==> src/rtl/pipeline_hazard_ctrl.sv <==
// Pipeline sequencing controller for the 5-stage MIPS core: load-use bubbles,
// branch/jump flushes and a data-memory freeze with timeout and stall counting.
module pipeline_hazard_ctrl #(
   parameter int unsigned CNT_W       = 16,
   parameter int unsigned MEM_TIMEOUT = 15
) (
   input  logic             i_clk,
   input  logic             i_rst,
   input  logic [4:0]       i_id_rs,
   input  logic [4:0]       i_id_rt,
   input  logic             i_id_useRs,
   input  logic             i_id_useRt,
   input  logic             i_id_jump,
   input  logic             i_ex_memRead,
   input  logic [4:0]       i_ex_rt,
   input  logic             i_mem_pcSrc,
   input  logic             i_mem_access,
   input  logic             i_dmem_ready,
   output logic             o_pcWrite,
   output logic             o_ifidWrite,
   output logic             o_ifidFlush,
   output logic             o_idexFlush,
   output logic             o_exmemFlush,
   output logic             o_freeze,
   output logic             o_memError,
   output logic [CNT_W-1:0] o_stallCnt,
   output logic [1:0]       o_state
);

   localparam int unsigned WC_W = (MEM_TIMEOUT < 1) ? 1 : $clog2(MEM_TIMEOUT + 1);
   localparam logic [WC_W-1:0] WC_LIMIT = WC_W'(MEM_TIMEOUT);

   typedef enum logic [1:0] {
      S_RUN     = 2'd0,
      S_MEMWAIT = 2'd1,
      S_ERROR   = 2'd2
   } state_e;

   state_e            state_q, state_d;
   logic [WC_W-1:0]   waitCnt_q, waitCnt_d;
   logic              memError_q, memError_d;
   logic [CNT_W-1:0]  stallCnt_q, stallCnt_d;

   logic mem_wait;
   logic rs_hit;
   logic rt_hit;
   logic load_use;

   assign mem_wait = i_mem_access & ~i_dmem_ready;
   assign rs_hit   = i_id_useRs & (i_id_rs == i_ex_rt);
   assign rt_hit   = i_id_useRt & (i_id_rt == i_ex_rt);
   // $0 is hardwired zero, so a load targeting it can never feed a consumer
   assign load_use = i_ex_memRead & (i_ex_rt != 5'd0) & (rs_hit | rt_hit);

   always_comb begin
      o_pcWrite    = 1'b0;
      o_ifidWrite  = 1'b0;
      o_ifidFlush  = 1'b0;
      o_idexFlush  = 1'b0;
      o_exmemFlush = 1'b0;
      o_freeze     = 1'b0;
      if (i_rst) begin
         o_ifidFlush  = 1'b1;
         o_idexFlush  = 1'b1;
         o_exmemFlush = 1'b1;
      end else if ((state_q == S_ERROR) || mem_wait) begin
         o_freeze = 1'b1;
      end else if (i_mem_pcSrc) begin
         o_pcWrite    = 1'b1;
         o_ifidWrite  = 1'b1;
         o_ifidFlush  = 1'b1;
         o_idexFlush  = 1'b1;
         o_exmemFlush = 1'b1;
      end else if (i_id_jump) begin
         o_pcWrite   = 1'b1;
         o_ifidWrite = 1'b1;
         o_ifidFlush = 1'b1;
      end else if (load_use) begin
         o_idexFlush = 1'b1;
      end else begin
         o_pcWrite   = 1'b1;
         o_ifidWrite = 1'b1;
      end
   end

   always_comb begin
      state_d    = state_q;
      waitCnt_d  = waitCnt_q;
      memError_d = memError_q;
      case (state_q)
         S_RUN: begin
            if (mem_wait) begin
               state_d   = S_MEMWAIT;
               waitCnt_d = WC_W'(1);
            end
         end
         S_MEMWAIT: begin
            // waitCnt holds the number of wait cycles already seen before this one
            if (!mem_wait) begin
               state_d   = S_RUN;
               waitCnt_d = '0;
            end else if (waitCnt_q == WC_LIMIT) begin
               state_d    = S_ERROR;
               memError_d = 1'b1;
            end else begin
               waitCnt_d = waitCnt_q + WC_W'(1);
            end
         end
         S_ERROR: begin
            state_d = S_ERROR;
         end
         default: begin
            state_d   = S_RUN;
            waitCnt_d = '0;
         end
      endcase
   end

   always_comb begin
      stallCnt_d = stallCnt_q;
      if (!o_pcWrite && (stallCnt_q != '1)) begin
         stallCnt_d = stallCnt_q + CNT_W'(1);
      end
   end

   always_ff @(posedge i_clk) begin
      if (i_rst) begin
         state_q    <= S_RUN;
         waitCnt_q  <= '0;
         memError_q <= 1'b0;
         stallCnt_q <= '0;
      end else begin
         state_q    <= state_d;
         waitCnt_q  <= waitCnt_d;
         memError_q <= memError_d;
         stallCnt_q <= stallCnt_d;
      end
   end

   assign o_memError = memError_q;
   assign o_stallCnt = stallCnt_q;
   assign o_state    = state_q;

endmodule

==> config.mk <==
export PLATFORM = sky130hd
export DESIGN_NAME = pipeline_hazard_ctrl
export DESIGN_NICKNAME = d
export VERILOG_FILES = /design/src/rtl/pipeline_hazard_ctrl.sv
export SDC_FILE = /design/constraint.sdc
export NUM_CORES = 1
export LEC_CHECK = 0
export CAP_MARGIN = 0
export CORE_UTILIZATION = 49
export DETAILED_ROUTE_END_ITERATION = 12
export GPL_ROUTABILITY_DRIVEN = 0
export GPL_TIMING_DRIVEN = 1
export MAX_ROUTING_LAYER = met4
export PLACE_DENSITY = 0.81
export SLEW_MARGIN = 0
export SYNTH_ARGS = -nofsm -noshare
export SYNTH_HDL_FRONTEND = slang
export SYNTH_SLANG_ARGS = --single-unit
==> constraint.sdc <==
create_clock -name i_clk -period 4 [get_ports i_clk]
set_input_delay 0.4 -clock i_clk [delete_from_list [all_inputs] [get_ports i_clk]]
set_output_delay 0.4 -clock i_clk [all_outputs]
set_load 0.01 [all_outputs]
==> run_results.csv <==
group,metric,value,unit
finish,nets,249,
setup_path,crit_required,3.60,ns
detailed_routing,drc,2,
clock_tree,cts_buffers,3,
floorplan,die_area,3240,sq um
sta,fin_crit_sh,81.0,%
power_and_ir_drop,p_seq_share,55.4,%
clock_tree,root_buffer,"clkbuf_4",
setup_path,crit_arrival,2.84,ns
finish,mostFrequentLayoutCells,"clkdlybuf4s50_1 (48), dfxtp_1 (23), nor2_1 (17)",
power_and_ir_drop,power_density,222,nW/um^2
clock_tree,clk_path_buf_depth,2,
sta,finalHoldViolations,0,
yosys,synth_compound_area_share,16.9,%
yosys,ys_async_sr_fraction,0,%
power_and_ir_drop,switching_share,26.2,%
power_and_ir_drop,power.leakage,0.000645,uW
yosys,syn_area,1480,sq um
setup_path,worst_path_max_delay_cell,"clkdlybuf4s50_1",
yosys,yosysSeqAreaShare,31.2,%
setup_path,cp.buffers_inverters,3,
yosys,synth_nets,203,
sta,setup_tns,0,ns
floorplan,ios,49,
power_and_ir_drop,ir_drop,0.143,mV
sta,finalCriticalPeriod,3.24,ns
setup_path,crit_chain,"clkdlybuf4s50_1 > or4_1 > nor2_1 > nor3b_1 > a311o_2 > inv_4 > clkdlybuf4s50_1",
clock_tree,clk_latency,0.31,ns
placement,post-dp-hpwl,2710,microns
floorplan,rows,19,
detailed_routing,drt-vias-per-instance,5.82,
sta,max_slew_margin,62.6,%
run,cap_violations,0,
sta,tightest_slew,0.558,ns
finish,areaGrowthSynthToFinish,31.2,%
yosys,yosys.area_share.xor_xnor,6.52,%
sta,fmax,309,MHz
yosys,synth-simple-area-share,31.8,%
detailed_routing,postRouteAntennaNets,0,
clock_tree,post_cts_buffers,0,
status,violations,"DRC",
yosys,ys_seq_elements,23,
yosys,synth_top_family_by_area,"simple AND/OR/NAND/NOR gates",
yosys,ys.flop_type,"dfxtp_1",
clock_tree,cts-resized-gates,0,
sta,slew_viol_final,0,
sta,rsz0062_at_grt,"false",
floorplan,core_area,2810,sq um
detailed_routing,drt-total-wl,3500,microns
clock_tree,cts_sinks,23,
placement,dp_cells,248,
yosys,syn_inst,177,
clock_tree,htree_levels,1,
yosys,synthDistinctLibCells,39,
floorplan,die_w,56.9,microns
yosys,syn_area_per_cell,8.35,sq um
finish,layout-drive-gt1-share,8.56,%
sta,fin_worst_skew,0.0116,ns
clock_tree,holdBufCountCts,0,
setup_path,startpoint_type,"primary input",
global_routing,grt_pass1_vias,1394,
status,status,"complete, but fails checks",
setup_path,path_delay_family,"buffers and inverters",
floorplan,die_h,56.9,microns
detailed_routing,drt_iter0_drc,62,
clock_tree,clk_pin_slew,0.12,ns
worst_hold_path,hold_class,"reg2reg",
yosys,synth.mux.area_fraction,3.73,%
power_and_ir_drop,p_int,318,uW
setup_path,crit_path_max_fanout,27,
finish,fin_cells,253,
setup_path,path_common_cell,"clkdlybuf4s50_1",
power_and_ir_drop,p_switching,113,uW
yosys,synthAdderAreaFrac,1.69,%
yosys,synth_warnings,0,
global_routing,grt_max_degree,30,
global_routing,antenna_found_initial,0,
finish,mostFrequentLayoutCell,"clkdlybuf4s50_1",
setup_path,critPathKind,"in2out",
finish,n_antenna_cell,0,
global_routing,grt_usage,24.0,%
setup_path,critical-path-max-stage-delay,0.58,ns
detailed_routing,wl_per_cell,13.8,microns
placement,io_buffer_count,48,
sta,finalSetupViolCount,0,
detailed_routing,drt_first_pass_iters,8,
global_routing,grt_overflow_total,0,
global_routing,grt_pass1_wl,6090,microns
clock_tree,cts_tree,"yes",
floorplan,initial_core_util,52.7,%
power_and_ir_drop,clockPowerShare,25.0,%
detailed_routing,num_vias,1473,
power_and_ir_drop,pwr-share-comb,19.6,%
setup_path,end_kind,"output port",
yosys,synth_edf_count,0,
## area by class of cell
class | count | area [sq um]
well taps | 31 | 38.8
clock inverters | 1 | 5.00
repair buffers | 50 | 499
fillers | 261 | 867
inverters | 4 | 17.5
multi-input cells | 141 | 895
flip-flops and latches | 23 | 460
clock buffers | 3 | 22.5
## flip-flops by register name, indices dropped and copies added (netlist names)
register	cells
o_stallCnt	16
o_memError	1
o_state	2
waitCnt_q	4
## Yosys cell counts, types with 3 or more instances
cell      count  share of area [%]
dfxtp_1      23                 31
nor2_1       17                4.3
a21oi_1      15                5.1
nand3_1      15                5.1
nand2_1      12                3.0
xnor2_1      11                6.5
o31ai_1      10                5.1
nand4_1       8                3.4
or4_1         8                4.1
and3_1        5                2.1
or4_2         4                2.4
a21oi_2       3                1.8
a31oi_1       3                1.3
and2_1        3                1.3
clkbuf_8      3                2.8
inv_1         3               0.76
nand2b_1      3                1.3
nor2b_1       3                1.3
nor3b_1       3                1.5
## per-stage QoR
step	worst slack [ns]	util (%)	total power, uW	instance area (sq um)	hold slack, ns
6_report	0.761	69.1	431	1940	0.462
2_1_floorplan	1.68	-	292	1480	0.470
3_3_place_gp	0.802	67.7	327	1900	0.447
5_1_grt	0.666	69.1	452	1940	0.501
3_5_place_dp	0.757	67.7	329	1900	0.452
4_1_cts	0.758	68.7	436	1930	0.470
## kinds of logic (layout without fill, tap and decap cells)
kind of cell	Yosys count	count (layout)
mux	5	5
xor+xnor	11	11
flops	23	23
compound gates	38	38
simple gates	85	85
fa+ha+maj	2	2
buf+inv	13	58
## routing by layer
metal / wire [microns] / vias up / GRT usage [%]
met2: 1750 / 30 / 41.3
met3: 104 / 7 / 3.23
li1: - / 752 / -
met4: 58 / 0 / 8.01
met1: 1590 / 684 / 28.8
met5: 0 / - / -
## power groups by stage
stage / registers (uW) / logic [uW] / clock network [uW]
floorplan: 243 / 48.5 / 0
global placement: 244 / 82.7 / 0
detailed placement: 244 / 85.0 / 0
CTS: 239 / 85.2 / 112
global route: 240 / 91.5 / 121
finish: 239 / 84.6 / 108
## final timing paths
check                start             end  slack, ns  cells past startpoint
max             i_ex_rt[0]     o_ifidWrite       0.76                      7
min             o_memError      o_memError       0.46                      2
max reg2reg  o_stallCnt[2]  o_stallCnt[11]       1.96                      6
min reg2reg     o_memError      o_memError       0.46                      2
## worst min-delay path: stages, from the launching register on
cell and delay [ns]:
dfxtp_1 0.33, inv_1 0.05, a21oi_1 0.05
No activity file was read; power rests on OpenSTA's default activity.
